[config.mk]
export PLATFORM = sky130hd
export DESIGN_NAME = ladrao_round_gen
export DESIGN_NICKNAME = d
export VERILOG_FILES = /design/src/rtl/ladrao_round_gen.sv
export SDC_FILE = /design/constraint.sdc
export NUM_CORES = 1
export LEC_CHECK = 0
export CAP_MARGIN = 25
export CORE_MARGIN = 5
export CORE_UTILIZATION = 45
export CTS_CLUSTER_SIZE = 12
export DETAILED_ROUTE_END_ITERATION = 7
export PLACE_DENSITY = 0.66
export SYNTH_ARGS = -nofsm -noshare
export SYNTH_HDL_FRONTEND = slang
export SYNTH_SLANG_ARGS = --single-unit
[constraint.sdc]
create_clock -name clk -period 7.8 [get_ports clk]
set_input_delay 1.56 -clock clk [delete_from_list [all_inputs] [get_ports clk]]
set_output_delay 1.56 -clock clk [all_outputs]
set_load 0.02 [all_outputs]
[src/rtl/ladrao_round_gen.sv]
// ladrao_round_gen: LFSR-driven thief pattern generator with timed rounds.
// Build option LADRAO_EARLY_END_EN: a catch ends the round right after the hit pulse.
module ladrao_round_gen #(
    parameter int          TICK_DIV    = 25000000,
    parameter int          ROUND_TICKS = 3,
    parameter logic [17:0] SEED        = 18'h2A5C3
) (
    input  logic        clk,
    input  logic        rst_n,
    input  logic        start,
    input  logic        stop,
    input  logic [2:0]  level,
    input  logic [17:0] sw,
    output logic [17:0] thieves,
    output logic        hit,
    output logic        round_done,
    output logic        busy
);
    localparam int PW = $clog2(TICK_DIV);
    localparam logic [PW-1:0] P_LAST = PW'(TICK_DIV - 1);
    localparam logic [3:0] T_LAST = 4'(ROUND_TICKS - 1);

    typedef enum logic [1:0] {S_IDLE, S_GEN, S_SHOW, S_END} state_e;

    state_e        state_q, state_d;
    logic [17:0]   lfsr_q, lfsr_d;
    logic [17:0]   thieves_q, thieves_d;
    logic [PW-1:0] presc_q, presc_d;
    logic [3:0]    tick_q, tick_d;
    logic [2:0]    cnt_q, cnt_d;
    logic [2:0]    lvl_q, lvl_d;
    logic          caught_q, caught_d;
    logic          hit_q, hit_d;
    logic          done_q, done_d;
    logic [4:0]    idx;
    logic [17:0]   pick;
    logic          free;

    // x^18 + x^11 + 1, shifting toward the MSB
    assign lfsr_d = {lfsr_q[16:0], lfsr_q[17] ^ lfsr_q[10]};
    assign idx    = lfsr_q[4:0];
    assign pick   = 18'd1 << idx;
    assign free   = (idx < 5'd18) && ((thieves_q & pick) == 18'd0);

    always_comb begin
        state_d   = state_q;
        thieves_d = thieves_q;
        presc_d   = presc_q;
        tick_d    = tick_q;
        cnt_d     = cnt_q;
        lvl_d     = lvl_q;
        caught_d  = caught_q;
        hit_d     = 1'b0;
        done_d    = 1'b0;
        if (stop) begin
            state_d   = S_IDLE;
            thieves_d = '0;
            presc_d   = '0;
            tick_d    = '0;
            cnt_d     = '0;
            caught_d  = 1'b0;
        end else begin
            unique case (state_q)
                S_IDLE: begin
                    thieves_d = '0;
                    if (start && level != 3'd0) begin
                        lvl_d    = (level > 3'd4) ? 3'd4 : level;
                        cnt_d    = '0;
                        caught_d = 1'b0;
                        state_d  = S_GEN;
                    end
                end
                S_GEN: begin
                    if (cnt_q == lvl_q) begin
                        presc_d = '0;
                        tick_d  = '0;
                        state_d = S_SHOW;
                    end else if (free) begin
                        thieves_d = thieves_q | pick;
                        cnt_d     = cnt_q + 3'd1;
                    end
                end
                S_SHOW: begin
                    if (sw == thieves_q && !caught_q) begin
                        hit_d    = 1'b1;
                        caught_d = 1'b1;
                    end
                    if (presc_q == P_LAST) begin
                        presc_d = '0;
                        tick_d  = tick_q + 4'd1;
                        if (tick_q == T_LAST) state_d = S_END;
                    end else begin
                        presc_d = presc_q + 1'b1;
                    end
`ifdef LADRAO_EARLY_END_EN
                    if (caught_q) state_d = S_END;
`endif
                end
                S_END: begin
                    done_d    = 1'b1;
                    thieves_d = '0;
                    cnt_d     = '0;
                    caught_d  = 1'b0;
                    state_d   = S_GEN;
                end
            endcase
        end
    end

    always_ff @(posedge clk or negedge rst_n) begin
        if (!rst_n) begin
            state_q   <= S_IDLE;
            lfsr_q    <= SEED;
            thieves_q <= '0;
            presc_q   <= '0;
            tick_q    <= '0;
            cnt_q     <= '0;
            lvl_q     <= '0;
            caught_q  <= 1'b0;
            hit_q     <= 1'b0;
            done_q    <= 1'b0;
        end else begin
            state_q   <= state_d;
            lfsr_q    <= lfsr_d;
            thieves_q <= thieves_d;
            presc_q   <= presc_d;
            tick_q    <= tick_d;
            cnt_q     <= cnt_d;
            lvl_q     <= lvl_d;
            caught_q  <= caught_d;
            hit_q     <= hit_d;
            done_q    <= done_d;
        end
    end

    assign thieves    = thieves_q;
    assign hit        = hit_q;
    assign round_done = done_q;
    assign busy       = (state_q != S_IDLE);
endmodule

Word-level counts from Yosys, hierarchy flattened

Cells that the tools add are included.

$add $sub $neg: 3
Multipliers: 0
Div/mod/pow operators: 0
Order comparisons: 2
Equality and inequality tests: 14
Shifts and indexed selects: 1
Mux-type cells: 33
Bitwise operators: 4
Reduce and logical (&&, ||, !) cells: 20

Operators with widths:

| kind                                                                | number |
|---|---|
| 25-bit 2-to-1 mux                                                   | 3 |
| 18-bit 2-to-1 mux                                                   | 3 |
| 25-bit one-hot mux with 2 select lines                              | 1 |
| 18-bit one-hot mux with 2 select lines                              | 1 |
| 25-bit by 1-bit adder with 25-bit output (second input constant)    | 1 |
| 25-bit == test (second input constant)                              | 1 |
| 3-bit != test (second input constant)                               | 7 |
| 18-bit AND                                                          | 1 |
| 18-bit == test                                                      | 1 |
| 18-bit zero test                                                    | 1 |
| 18-bit bitwise OR                                                   | 1 |
| 1-bit by 5-bit << shifter with 18-bit output (first input constant) | 1 |
| 3-bit 2-to-1 mux                                                    | 5 |
| 4-bit 2-to-1 mux                                                    | 3 |
| 3-bit AND reduction                                                 | 4 |
| 2-bit 2-to-1 mux                                                    | 5 |
| 3-bit one-hot mux with 3 select lines                               | 1 |
| 3-bit nonzero test                                                  | 3 |
| 1-bit 2-to-1 mux                                                    | 8 |
| 2-bit one-hot mux with 4 select lines                               | 1 |
| 4-bit one-hot mux with 2 select lines                               | 1 |
| 4-bit AND reduction                                                 | 2 |
| 4-bit nonzero test                                                  | 2 |
| 5-bit < comparator (second input constant)                          | 1 |
| other kinds (16)                                                    | 19 |

Register bits: 76
Bits in latches: 0
RAM bits: 0
Bits in read-only memories: 0
Input port bits: 25
Output and inout bits: 21
Word-level logic and storage cells: 87
Memories kept: 0

Depth between registers and ports, before layout

Word-level depth: 8
Mapped depth: 11
Depth with buffers taken out: 8

Worst setup path before layout

OpenSTA, ideal clock, no wires.

Path kind: input port to flip-flop
Start: input stop
End: register cnt_q[0]
Setup time: 0.110 ns
Arrival: 2.640 ns
Required time: 7.690 ns
Setup slack: 5.050 ns
Stages on the path: 4
Path buffers: 1
Cells stage by stage: clkbuf_1 > o41ai_1 > o21ai_0 > o41ai_1

Longest elaborated chain between the ends: 2
Elaborated cells on any way between the ends: 6
Those cells by class: eq/ne (3); mux (1); reduce/logical (2)

RTL lines:

| item                                                                 | line | source |
|---|---|---|
| from (decl)                                                          | 11   | `input logic stop,` |
| 3-bit != test (no source line) or 4-bit nonzero test (tied branches) | -    |  |
| 4-bit AND reduction (no source line)                                 | -    |  |
| to (signal assigned)                                                 | 128  | `cnt_q <= cnt_d;` |
| to (decl)                                                            | 30   | `logic [2:0] cnt_q, cnt_d;` |

Several ways; a longest one is shown, not always the timed one.
A chain may end at the register's enable or synchronous reset.

Worst setup path after layout

Start: input stop
End: register tick_q[1]

Longest elaborated chain between the ends: 2
Elaborated cells on any way between the ends: 5
Those cells by class: eq/ne (2); mux (1); reduce/logical (2)

RTL lines:

| item                                                                 | line | source |
|---|---|---|
| 3-bit != test (no source line) or 3-bit nonzero test (tied branches) | -    |  |
| 3-bit AND reduction (no source line)                                 | -    |  |
| to (signal assigned)                                                 | 127  | `tick_q <= tick_d;` |
| to (decl)                                                            | 29   | `logic [3:0] tick_q, tick_d;` |

Several ways; a longest one is shown, not always the timed one.

==> impl_metrics.py <==
metrics = {
    "detailed_routing": {
        "ant_nets": 0,
        "drtIter0Drc": 141,
        "wl_mm": 9.06,
        "first_pass_iters": 4,
        "viasPerCell": 5.63,
        "route.detailed.drc": 0,
        "via_count": 3149,
        "wl_per_cell_um": 16.2,
    },
    "outcome": {
        "outcome": "finished, final reports clean",
    },
    "clock_network": {
        "cts_buffers": 9,
        "ctsResizeCount": 0,
        "cts_sinks": 76,
        "cts_setup_buffers": 0,
        "insertion_delay_ns": 0.35,
        "cts_tree": "yes",
        "hold_buffers": 0,
        "clockBufferDepth": 2,
        "cts.clk_slew.worst_paths_ns": 0.08,
        "cts_max_level": 3,
        "cts_root_buffer": "clkbuf_8",
    },
    "timing": {
        "fin_crit_sh_pct": 45.2,
        "period_needed_ns": 3.53,
        "tightest_slew_ns": 1.05,
        "fmax_ghz": 0.283,
        "setup_viol": 0,
        "slew_viol_final": 0,
        "hold_violations": 0,
        "skew_ns": 0.00783,
        "rsz0062_at_grt": "false",
        "tns_ns": 0,
        "max_slew_margin_pct": 29.4,
        "setup_ws_ns": 4.27,
        "hold-worst-slack_ns": 0.349,
    },
    "die": {
        "core_um2": 8640,
        "ios": 46,
        "fp-row-count": 34,
        "die_w_um": 103,
        "start_util_pct": 45.5,
        "chipHeight_um": 103,
        "fp.dieArea_um2": 10700,
    },
    "logic_synthesis": {
        "yosysSeqAreaShare_pct": 48.6,
        "syn_area_per_cell_um2": 9.73,
        "synth_edf_count": 0,
        "synthMostInstantiatedCell": "dfrtp_1",
        "synth_area_um2": 3930,
        "ys_seq_elements": 76,
        "synth_area_leaders": "dfrtp_1 43%, dfstp_2 6.0%, xor2_1 4.9%",
        "postSynth.asyncResetShare_pct": 100,
        "ys.flop_type": "dfrtp_1",
        "synth_top_family_by_area": "simple AND/OR/NAND/NOR gates",
        "yosys_warnings": 0,
        "ys_types": 50,
        "synth_xor_area_share_pct": 8.02,
        "yosys.area.top_type": "dfrtp_1",
        "synthAdderAreaFrac_pct": 2.55,
        "synthMuxAreaShare_pct": 2.13,
        "synth_commonest_cells": "67 x dfrtp_1, 40 x nor2_1, 29 x a21oi_1, 24 x o21ai_0, 23 x nand3_1",
        "synth_nets": 437,
        "synth_compound_area_share_pct": 13.6,
        "synth_top_area_share_pct": 42.6,
        "synth-simple-area-share_pct": 21.7,
        "synth_cells": 404,
    },
    "grt": {
        "grt_util_all_layers_pct": 18.8,
        "antenna_found_initial": 0,
        "grt_max_degree": 77,
        "grt_first_pass_wirelength_mm": 15.6,
        "grt_pass1_vias": 3192,
        "grt_overflow": 0,
    },
    "layout": {
        "diodes": 0,
        "area_delta_synth_final_pct": 20.0,
        "nFillCells": 795,
        "nets": 479,
        "drive_gt1_share_pct": 7.98,
    },
    "critical_path": {
        "crit_fanout": 20,
        "crit_arrival_ns": 3.76,
        "cp_slowest_cell": "clkdlybuf4s50_1",
        "crit_path_end_kind": "register",
        "crit_type": "in2reg",
        "crit_path_start_kind": "primary input",
        "worstPathRequired_ns": 8.03,
        "path_cells": "clkdlybuf4s50_1 > nor2b_1 > o41ai_4 > and2_1 > mux2_2",
        "cp_top_family": "simple AND/OR/NAND/NOR gates",
        "critical-path-max-stage-delay_ns": 0.74,
        "critPathBufInv": 1,
    },
    "power_and_ir_drop": {
        "power_leakage_nw": 1.92,
        "power.density_nw_per_um2": 226,
        "max-vdd-ir-drop_uv": 124,
    },
    "placed_design": {
        "pre_cts_slack_ns": 3.93,
        "hpwl_mm": 6.44,
        "globalplace.congestion": 0.798,
        "port_buffers": 45,
    },
    "flow_run": {
        "drv_cap": 0,
    },
    "min_path": {
        "hold_path_class": "reg2reg",
    },
}
==> routing by layer <==
metal | vias to the layer above | global-route usage (%) | share of wire, %
met5 | - | 0 | 0
met4 | 0 | 6.77 | 1.8
met3 | 15 | 5.50 | 4.5
met2 | 65 | 29.4 | 48
met1 | 1532 | 24.7 | 45
li1 | 1537 | - | -
==> placed cells by master, fill, tap and decap left out, types with 3 or more instances in the layout <==
cell | Yosys | routed
dfstp_2 | 9 | 9
nand3b_1 | 6 | 6
nor2_1 | 40 | 40
nand2b_1 | 7 | 7
xor2_1 | 22 | 22
ha_1 | 8 | 8
nand2_1 | 17 | 17
and3_1 | 10 | 10
nor2b_1 | 6 | 6
a21oi_1 | 29 | 29
a211oi_1 | 4 | 4
inv_1 | 14 | 14
nand3_1 | 23 | 23
or3_1 | 5 | 5
mux2i_1 | 5 | 5
o21ai_0 | 24 | 24
o31ai_1 | 6 | 6
dfrtp_1 | 67 | 67
xnor2_1 | 14 | 14
nand4_1 | 13 | 13
nor4_1 | 8 | 8
nor3_1 | 15 | 15
clkdlybuf4s50_1 | 0 | 44
bufinv_16 | 0 | 3
clkbuf_8 | 0 | 10
o41ai_1 | 3 | 3
a31oi_1 | 4 | 4
==> layout make-up <==
class                           count  area [um^2]  share of cell area [%]
Multi-Input combinational cell    298         1890                    40.0
Tap cell                          108          135                    2.86
Inverter                           14         52.6                    1.11
Clock buffer                       10          138                    2.92
Sequential cell                    76         1910                    40.5
Clock inverter                      6          111                    2.36
Timing Repair Buffer               47          483                    10.2
==> logic make-up after synthesis <==
kind of cell | count (synthesis)
muxes | 8
xor gates and xnor gates | 36
buffers and inverters | 30
AOI/OAI and AO/OA | 84
and+or+nand+nor | 162
adders and majority gates | 8
DFF | 76
==> metrics by stage <==
| step | utilization, % | area, um^2 | cells | power [mW] |
|---|---|---|---|---|
| detailed placement | 51.5 | 4440 | 542 | 0.706 |
| global placement | 51.4 | 4440 | 541 | 0.695 |
| floorplan | - | 3930 | 404 | 0.628 |
| finish | 54.7 | 4720 | 559 | 1.07 |
| CTS | 54.3 | 4690 | 558 | 1.07 |
| global route | 54.7 | 4720 | 559 | 1.13 |
==> registers in the layout (all words and copies together) (netlist names), 2 cells and up <==
signal   count
cnt_q        3
tick_q       4
thieves     18
presc_q     25
state_q      2
lfsr_q      18
lvl_q        3
==> worst paths after layout <==
path | from | end | slack, ns | cells after the start
max | stop | tick_q[1]$_DFFE_PN0P_ | 4.27 | 5
min | lfsr_q[11]$_DFF_PN0_ | lfsr_q[12]$_DFF_PN0_ | 0.35 | 0
max reg2reg | presc_q[15]$_DFFE_PN0P_ | tick_q[1]$_DFFE_PN0P_ | 4.62 | 5
min reg2reg | lfsr_q[11]$_DFF_PN0_ | lfsr_q[12]$_DFF_PN0_ | 0.35 | 0
max in group asynchronous | rst_n | lfsr_q[6]$_DFF_PN1_ | 6.11 | 2
min in group asynchronous | rst_n | lfsr_q[14]$_DFF_PN0_ | 1.07 | 1
==> power by group <==
group,switching [mW],internal [mW],leakage [nW]
registers,0.0186,0.414,1.02
clock network,0.145,0.221,0.122
logic,0.173,0.0938,0.777
(Power assumes the default switching activity.)
